[config.mk]
export PLATFORM = sky130hd
export DESIGN_NAME = mem_bus_arbiter_flat
export DESIGN_NICKNAME = d
export VERILOG_FILES = /design/src/rtl/mem_bus_arbiter_if.sv /design/src/rtl/mem_bus_arbiter.sv /design/src/flat_wrapper.sv
export SDC_FILE = /design/constraint.sdc
export NUM_CORES = 1
export LEC_CHECK = 0
export ABC_AREA = 1
export CORE_AREA = 4 4 85 87
export DETAILED_ROUTE_END_ITERATION = 8
export DIE_AREA = 0 0 89 91
export HOLD_SLACK_MARGIN = 0.03
export PLACE_DENSITY_LB_ADDON = 0.05
export SYNTH_ARGS = -nofsm -noshare
export SYNTH_HDL_FRONTEND = slang
export SYNTH_SLANG_ARGS = --single-unit
export TNS_END_PERCENT = 5
[constraint.sdc]
create_clock -name sys_clk -period 2 [get_ports sys_clk]
set_input_delay 0.4 -clock sys_clk [delete_from_list [all_inputs] [get_ports sys_clk]]
set_output_delay 0.4 -clock sys_clk [all_outputs]
set_load 0.1 [all_outputs]
[src/rtl/mem_bus_arbiter_if.sv]
// Requester and memory signals of the system memory port.
// The arbiter takes the master side; CPU, chroni and memory the slave side.
interface mem_bus_arbiter_if #(
  parameter int ADDR_W = 16,
  parameter int DATA_W = 8
);
  logic              cpu_req;
  logic              cpu_we;
  logic [ADDR_W-1:0] cpu_addr;
  logic [DATA_W-1:0] cpu_wr_data;
  logic [DATA_W-1:0] cpu_rd_data;
  logic              cpu_ready;
  logic              vid_req;
  logic [ADDR_W-1:0] vid_addr;
  logic [DATA_W-1:0] vid_rd_data;
  logic              vid_ready;
  logic [ADDR_W-1:0] mem_addr;
  logic [DATA_W-1:0] mem_wr_data;
  logic              mem_wr_en;
  logic [DATA_W-1:0] mem_rd_data;
  logic [1:0]        bus_owner;

  modport master (
    input  cpu_req, cpu_we, cpu_addr, cpu_wr_data,
    input  vid_req, vid_addr, mem_rd_data,
    output cpu_rd_data, cpu_ready,
    output vid_rd_data, vid_ready,
    output mem_addr, mem_wr_data, mem_wr_en,
    output bus_owner
  );

  modport slave (
    output cpu_req, cpu_we, cpu_addr, cpu_wr_data,
    output vid_req, vid_addr, mem_rd_data,
    input  cpu_rd_data, cpu_ready,
    input  vid_rd_data, vid_ready,
    input  mem_addr, mem_wr_data, mem_wr_en,
    input  bus_owner
  );
endinterface

[src/rtl/mem_bus_arbiter.sv]
// Memory port arbiter between cornet_cpu and the chroni video fetch.
// One access at a time: IDLE -> ISSUE -> (WAIT) -> DONE -> IDLE.
module mem_bus_arbiter #(
  parameter int ADDR_W        = 16,
  parameter int DATA_W        = 8,
  parameter int MEM_LATENCY   = 1,
  parameter int VIDEO_MAX_RUN = 4
) (
  input  logic sys_clk,
  input  logic reset,
  mem_bus_arbiter_if.master bus
);

  typedef enum logic [1:0] {
    S_IDLE,
    S_ISSUE,
    S_WAIT,
    S_DONE
  } state_t;

  localparam logic [3:0] RUN_MAX  = 4'(VIDEO_MAX_RUN);
  localparam logic [1:0] LAT_LAST = 2'(MEM_LATENCY - 1);

  state_t     state;
  logic [1:0] lat_cnt;
  logic [3:0] vid_run;
  logic       owner_cpu;
  logic       is_wr;
  logic       grant_vid;
  logic       grant_cpu;

  // Video wins contention until it has taken RUN_MAX grants in a row.
  assign grant_vid = bus.vid_req &
                     (!bus.cpu_req | (vid_run < RUN_MAX));
  assign grant_cpu = bus.cpu_req & !grant_vid;

  always_ff @(posedge sys_clk) begin
    if (reset) begin
      state           <= S_IDLE;
      lat_cnt         <= '0;
      vid_run         <= '0;
      owner_cpu       <= 1'b0;
      is_wr           <= 1'b0;
      bus.cpu_rd_data <= '0;
      bus.cpu_ready   <= 1'b0;
      bus.vid_rd_data <= '0;
      bus.vid_ready   <= 1'b0;
      bus.mem_addr    <= '0;
      bus.mem_wr_data <= '0;
      bus.mem_wr_en   <= 1'b0;
      bus.bus_owner   <= 2'b00;
    end else begin
      bus.cpu_ready <= 1'b0;
      bus.vid_ready <= 1'b0;
      bus.mem_wr_en <= 1'b0;
      unique case (state)
        S_IDLE: begin
          if (grant_cpu) begin
            state         <= S_ISSUE;
            owner_cpu     <= 1'b1;
            is_wr         <= bus.cpu_we;
            vid_run       <= '0;
            bus.mem_addr  <= bus.cpu_addr;
            bus.mem_wr_en <= bus.cpu_we;
            bus.bus_owner <= 2'b01;
            if (bus.cpu_we)
              bus.mem_wr_data <= bus.cpu_wr_data;
          end else if (grant_vid) begin
            state         <= S_ISSUE;
            owner_cpu     <= 1'b0;
            is_wr         <= 1'b0;
            bus.mem_addr  <= bus.vid_addr;
            bus.bus_owner <= 2'b10;
            vid_run <= bus.cpu_req ?
                       4'(vid_run + 4'd1) : 4'd0;
          end
        end
        S_ISSUE: begin
          if (is_wr) begin
            state         <= S_DONE;
            bus.cpu_ready <= 1'b1;
          end else begin
            state   <= S_WAIT;
            lat_cnt <= LAT_LAST;
          end
        end
        S_WAIT: begin
          if (lat_cnt == 2'd0) begin
            state <= S_DONE;
            if (owner_cpu) begin
              bus.cpu_rd_data <= bus.mem_rd_data;
              bus.cpu_ready   <= 1'b1;
            end else begin
              bus.vid_rd_data <= bus.mem_rd_data;
              bus.vid_ready   <= 1'b1;
            end
          end else begin
            lat_cnt <= lat_cnt - 2'd1;
          end
        end
        S_DONE: begin
          state         <= S_IDLE;
          bus.bus_owner <= 2'b00;
        end
      endcase
    end
  end

endmodule
[src/flat_wrapper.sv]
// flat-port wrapper written by rule: the top's interface ports become plain ports
module mem_bus_arbiter_flat 
#(
  parameter int ADDR_W        = 16,
  parameter int DATA_W        = 8,
  parameter int MEM_LATENCY   = 1,
  parameter int VIDEO_MAX_RUN = 4
)
  (sys_clk, reset, bus_cpu_req, bus_cpu_we, bus_cpu_addr, bus_cpu_wr_data, bus_vid_req, bus_vid_addr, bus_mem_rd_data, bus_cpu_rd_data, bus_cpu_ready, bus_vid_rd_data, bus_vid_ready, bus_mem_addr, bus_mem_wr_data, bus_mem_wr_en, bus_bus_owner);
  mem_bus_arbiter_if #(.ADDR_W(ADDR_W), .DATA_W(DATA_W)) bus_i ();
  input  logic sys_clk;
  input  logic reset;
  input wire logic [$bits(bus_i.cpu_req)-1:0] bus_cpu_req;
  input wire logic [$bits(bus_i.cpu_we)-1:0] bus_cpu_we;
  input wire logic [$bits(bus_i.cpu_addr)-1:0] bus_cpu_addr;
  input wire logic [$bits(bus_i.cpu_wr_data)-1:0] bus_cpu_wr_data;
  input wire logic [$bits(bus_i.vid_req)-1:0] bus_vid_req;
  input wire logic [$bits(bus_i.vid_addr)-1:0] bus_vid_addr;
  input wire logic [$bits(bus_i.mem_rd_data)-1:0] bus_mem_rd_data;
  output wire logic [$bits(bus_i.cpu_rd_data)-1:0] bus_cpu_rd_data;
  output wire logic [$bits(bus_i.cpu_ready)-1:0] bus_cpu_ready;
  output wire logic [$bits(bus_i.vid_rd_data)-1:0] bus_vid_rd_data;
  output wire logic [$bits(bus_i.vid_ready)-1:0] bus_vid_ready;
  output wire logic [$bits(bus_i.mem_addr)-1:0] bus_mem_addr;
  output wire logic [$bits(bus_i.mem_wr_data)-1:0] bus_mem_wr_data;
  output wire logic [$bits(bus_i.mem_wr_en)-1:0] bus_mem_wr_en;
  output wire logic [$bits(bus_i.bus_owner)-1:0] bus_bus_owner;
  assign bus_i.cpu_req = bus_cpu_req;
  assign bus_i.cpu_we = bus_cpu_we;
  assign bus_i.cpu_addr = bus_cpu_addr;
  assign bus_i.cpu_wr_data = bus_cpu_wr_data;
  assign bus_i.vid_req = bus_vid_req;
  assign bus_i.vid_addr = bus_vid_addr;
  assign bus_i.mem_rd_data = bus_mem_rd_data;
  assign bus_cpu_rd_data = bus_i.cpu_rd_data;
  assign bus_cpu_ready = bus_i.cpu_ready;
  assign bus_vid_rd_data = bus_i.vid_rd_data;
  assign bus_vid_ready = bus_i.vid_ready;
  assign bus_mem_addr = bus_i.mem_addr;
  assign bus_mem_wr_data = bus_i.mem_wr_data;
  assign bus_mem_wr_en = bus_i.mem_wr_en;
  assign bus_bus_owner = bus_i.bus_owner;
  mem_bus_arbiter #(.ADDR_W(ADDR_W), .DATA_W(DATA_W), .MEM_LATENCY(MEM_LATENCY), .VIDEO_MAX_RUN(VIDEO_MAX_RUN)) u_core (.sys_clk(sys_clk), .reset(reset), .bus(bus_i));
endmodule
* Word-level counts from Yosys, hierarchy flattened
Index checks and enable logic that the tools add are counted.
Storage, ports and cells: flip-flop bits (word level) 55, bits of input ports 53, output and inout bits 45, word-level logic and storage cells 71
Cells by class: add/subtract/negate cells 2, order comparisons 1, eq/ne operators 7, mux-type cells 24, bitwise logic cells 8, reduce and logical (&&, ||, !) cells 16
Operators by type and width (count):
- 16-bit 2-to-1 mux | 2
- 2-bit 2-to-1 mux | 7
- 4-bit 2-to-1 mux | 3
- 3-bit AND reduction | 4
- 1-bit 2-to-1 mux | 8
- 2-bit one-hot mux with 2 select lines | 2
- 2-bit one-hot mux with 4 select lines | 1
- 2-bit AND reduction | 3
- 2-bit nonzero test | 3
- 3-bit OR reduction | 2
- 1-bit inverter | 5
- 4-bit by 1-bit adder with 4-bit output, second input constant | 1
- 2-bit equality test, second input constant | 2
- 2-bit logical NOT | 2
- 4-bit by 3-bit less-than comparator with 1-bit output, second input constant | 1
- 2-bit != test, second input constant | 2
- 3-bit by 1-bit != test with 1-bit output, second input constant | 1
- 1-bit bitwise AND | 2
- 2-bit by 1-bit equality test with 1-bit output, second input constant | 1
- 1-bit logical NOT | 2
- 2-bit by 1-bit != test with 1-bit output, second input constant | 1
- 1-bit one-hot mux with 2 select lines | 1
- 2-bit by 1-bit subtractor with 2-bit output, second input constant | 1
- 1-bit bitwise OR | 1

* Longest topological paths before layout
depth after elaboration 7, depth in mapped cells 9, gate-level depth less buffers 8

* Worst setup path before layout
No wires, ideal clock.
path kind register -> register, start point register u_core.state[0], end point register u_core.bus.cpu_rd_data[4], setup time 71 ps, data arrival time 1395 ps, data required time 1929 ps, slack 534 ps, stages on the path, launching flop included 8, buffers on the path 0, clock period less this slack 1466 ps, cells stage by stage dfxtp_1 inv_1 ha_1 nand2_1 clkinv_1 nand2_2 nand2_1 a21oi_1
On the way: longest elaborated chain between the ends 2
RTL lines:
- start, declared | line mem_bus_arbiter.sv:24 | state_t state;
- start signal, assigned | line mem_bus_arbiter.sv:39 | state <= S_IDLE;
- start signal, assigned | line mem_bus_arbiter.sv:59 | state <= S_ISSUE;
- start signal, assigned | line mem_bus_arbiter.sv:69 | state <= S_ISSUE;
- 2-bit equality test | line mem_bus_arbiter.sv:56 | unique case (state)
- 3-bit AND reduction (no line)
- end signal, assigned | line mem_bus_arbiter.sv:91 | bus.cpu_rd_data <= bus.mem_rd_data;
- end, declared | line mem_bus_arbiter_if.sv:26 | output cpu_rd_data, cpu_ready,
Every way passes these cells. A chain may end at the register's enable or synchronous reset.

* Worst setup path in the final report
start point register u_core.state[0], end point register u_core.bus.vid_rd_data[6]
On the way: longest elaborated chain between the ends 2
RTL lines:
- 2-bit equality test | line mem_bus_arbiter.sv:56
- 3-bit AND reduction (no line)
- end signal, assigned | line mem_bus_arbiter.sv:94 | bus.vid_rd_data <= bus.mem_rd_data;
- end, declared | line mem_bus_arbiter_if.sv:27 | output vid_rd_data, vid_ready,
Every way passes these cells.

==> flow_summary.json <==
{
  "worst-r2r-setup-slack_ns": 0.34,
  "holdPathStages": 2,
  "die_h_um": 91,
  "status": "finished, final reports clean",
  "worstHoldStart": "u_core.vid_run[3]$_SDFFE_PP0P_",
  "final_util_pct": 55.33,
  "synth-seq-cells": 55,
  "synth_cell_types": 26,
  "grt_usage_pct": 16.11,
  "r2r_start": "u_core.state[0]$_SDFFE_PP0P_",
  "yosysMostFrequentCell": "nor2_1",
  "cts_tree": "done",
  "period_needed_ns": 1.659,
  "whs_ns": 0.4599,
  "drt-total-wl_um": 6415,
  "yosys-top-cells-area": "dfxtp_1, nor2_1, nand2_1",
  "slew_viol_final": 0,
  "grt_pass1_vias": 2265,
  "start_kind": "flop",
  "synth.largest_area_cell": "dfxtp_1",
  "antenna_cells": 0,
  "avgSynthCellArea_um2": 7.209,
  "synth_common_cells": "nor2_1, nand2_1, dfxtp_1",
  "layout-drive-gt1-share_pct": 15.14,
  "fp.dieW_um": 89,
  "r2r_end": "u_core.bus.vid_rd_data[6]$_SDFFE_PP0P_",
  "power.density_nw_per_um2": 1559,
  "gr-total-overflow": 0,
  "synth_edf_count": 0,
  "fin_setup_tns_ns": 0,
  "hpwl_um": 4807,
  "synth_warnings": 0,
  "synth_top_area_share_pct": 43.39,
  "clock_skew_ns": 0.008009,
  "syn-num-nets": 412,
  "port-buffer-count": 97,
  "vias": 2405,
  "syn2layout_area_growth_pct": 38.46,
  "ir_drop_mv": 0.8118,
  "antenna_found_initial": 0,
  "mappedNetlistArea_um2": 2537,
  "io_pins": 98,
  "cts.sinks": 55,
  "hold_path_class": "reg -> reg",
  "drtIter0Drc": 84,
  "ff2ff_path_depth": 7,
  "synthArstFlopShare_pct": 0,
  "first_pass_iters": 4,
  "critPathMaxFanout": 9,
  "dieArea_um2": 8099,
  "root_buffer": "clkbuf_8",
  "rsz0062_at_grt": "no",
  "holdPathEnd": "u_core.vid_run[3]$_SDFFE_PP0P_",
  "syn_inst": 352,
  "cts_hold_buffers": 0,
  "fmax_mhz": 602.9,
  "leakage_nw": 1.704,
  "clk_path_buf_depth": 2,
  "final-hold-violation-count": 0,
  "path_clk_slew_ns": 0.10,
  "h-tree-depth": 2,
  "drtAntennaViolNets": 0,
  "grt_max_degree": 25,
  "rows": 29,
  "cts_resized": 0,
  "period_share_pct": 82.94,
  "drv_cap": 0,
  "place_congestion": 0.7734,
  "routedWlPerCell_um": 12.20,
  "crit_start": "u_core.state[0]$_SDFFE_PP0P_",
  "worstMarginPinSlew_ns": 0.5070,
  "nets": 508,
  "maxSlewHeadroom_pct": 66.15,
  "drc": 0,
  "worstPathRequired_ns": 2.21,
  "start_util_pct": 39.96,
  "post-cts-setup-buffers": 0,
  "numCtsBuffers": 5,
  "ys_seq_area_share_pct": 43.39,
  "arrival_ns": 1.87,
  "final-setup-viol-count": 0,
  "critical_path_class": "reg -> reg",
  "worst_setup_path_end_kind": "flop",
  "synth_ff_type": "dfxtp_1",
  "grt_pass1_wl_um": 10610,
  "fp.coreArea_um2": 6350,
  "viasPerCell": 4.572,
  "clkLatencyLatePin_ns": 0.31
}
stage by stage:
step / std cells / setup WS, ns / area, um2 / power, mW
floorplan: 352 / 0.5340 / 2537 / 4.210
global placement: 518 / 0.1308 / 3425 / 4.880
detailed placement: 518 / 0.08574 / 3425 / 4.897
CTS: 526 / 0.3201 / 3513 / 5.539
global route: 526 / 0.1102 / 3513 / 5.836
finish: 526 / 0.3412 / 3513 / 5.478
flip-flops by register name (all words and copies together), names as in the netlist:
register and count:
u_core.bus.bus_owner 2, u_core.bus.cpu_rd_data 8, u_core.bus.cpu_ready 1, u_core.bus.mem_addr 16, u_core.bus.mem_wr_data 8, u_core.bus.mem_wr_en 1, u_core.bus.vid_rd_data 8, u_core.bus.vid_ready 1
u_core.is_wr 1, u_core.lat_cnt 2, u_core.owner_cpu 1, u_core.state 2, u_core.vid_run 4
cells by family after synthesis:
kind of cell               Yosys count  share of synthesized area, %
and+or+nand+nor                    203                         35.21
DFF                                 55                         43.39
buffers and inverters               54                         10.85
AOI/OAI and AO/OA                   33                         7.100
adders and majority gates            7                         3.452
final cells by class:
class	instances	area, um2
Fill cell	631	2836
Multi-Input combinational cell	243	1161
Sequential cell	55	1101
Timing Repair Buffer	103	915.9
Inverter	40	150.1
Tap cell	77	96.34
Clock buffer	6	72.57
Clock inverter	2	16.27
worst max-delay path by stage:
| stage | to | slack (ns) | cells past startpoint |
|---|---|---|---|
| after global placement | u_core.bus.mem_addr[15]$_SDFFE_PP0P_ | 0.13 | 7 |
| final | u_core.bus.vid_rd_data[6]$_SDFFE_PP0P_ | 0.34 | 7 |
| after CTS | u_core.bus.vid_rd_data[5]$_SDFFE_PP0P_ | 0.32 | 7 |
| after global routing | u_core.bus.vid_rd_data[2]$_SDFFE_PP0P_ | 0.11 | 7 |
| after detailed placement | u_core.bus.mem_addr[0]$_SDFFE_PP0P_ | 0.09 | 7 |
| after floorplan | u_core.bus.cpu_rd_data[4]$_SDFFE_PP0P_ | 0.53 | 7 |
metal layers:
layer | global-route usage, % | up-vias | part of all wire [%]
met5 | 0 | - | 0
met4 | 4.342 | 0 | 1.5
met3 | 3.801 | 7 | 7.0
met2 | 25.62 | 59 | 46
met1 | 21.78 | 1059 | 46
li1 | - | 1280 | -
cell usage in the layout, fill, tap and decap left out:
| master | n |
|---|---|
| clkbuf_1 | 1 |
| clkdlybuf4s50_1 | 52 |
| buf_12 | 1 |
| dfxtp_1 | 55 |
| clkinv_1 | 3 |
| buf_4 | 50 |
| nand3b_1 | 1 |
| nor2_8 | 1 |
| o21ai_0 | 11 |
| nor2_2 | 1 |
| nor2_4 | 2 |
| a21boi_0 | 2 |
| nor2_1 | 75 |
| inv_6 | 1 |
| nand3_1 | 44 |
| nand2_1 | 73 |
| inv_1 | 37 |
| ha_1 | 7 |
| nand2_4 | 2 |
| a21oi_1 | 15 |
| o21ai_1 | 2 |
| nand3b_4 | 1 |
| clkbuf_8 | 5 |
| a21oi_2 | 2 |
| a211oi_1 | 1 |
| clkinvlp_4 | 1 |
| nand2_2 | 1 |
| or2_0 | 2 |
worst max-delay path: stages, from the launching register on:
cell and delay [ns]:
dfxtp_1 0.37, inv_1 0.13, ha_1 0.22, nand2_1 0.14, nor2_4 0.19, clkinv_1 0.28, nor2_1 0.17, nor2_1 0.06
where the power goes:
part           leakage (nW)  total, mW  switching, mW  internal (mW)
combinational          1.21       3.28           2.49          0.789
sequential            0.450       1.57          0.188           1.38
clock                0.0418      0.629          0.376          0.253
total                  1.70       5.48           3.05           2.43
(Power assumes the default switching activity.)
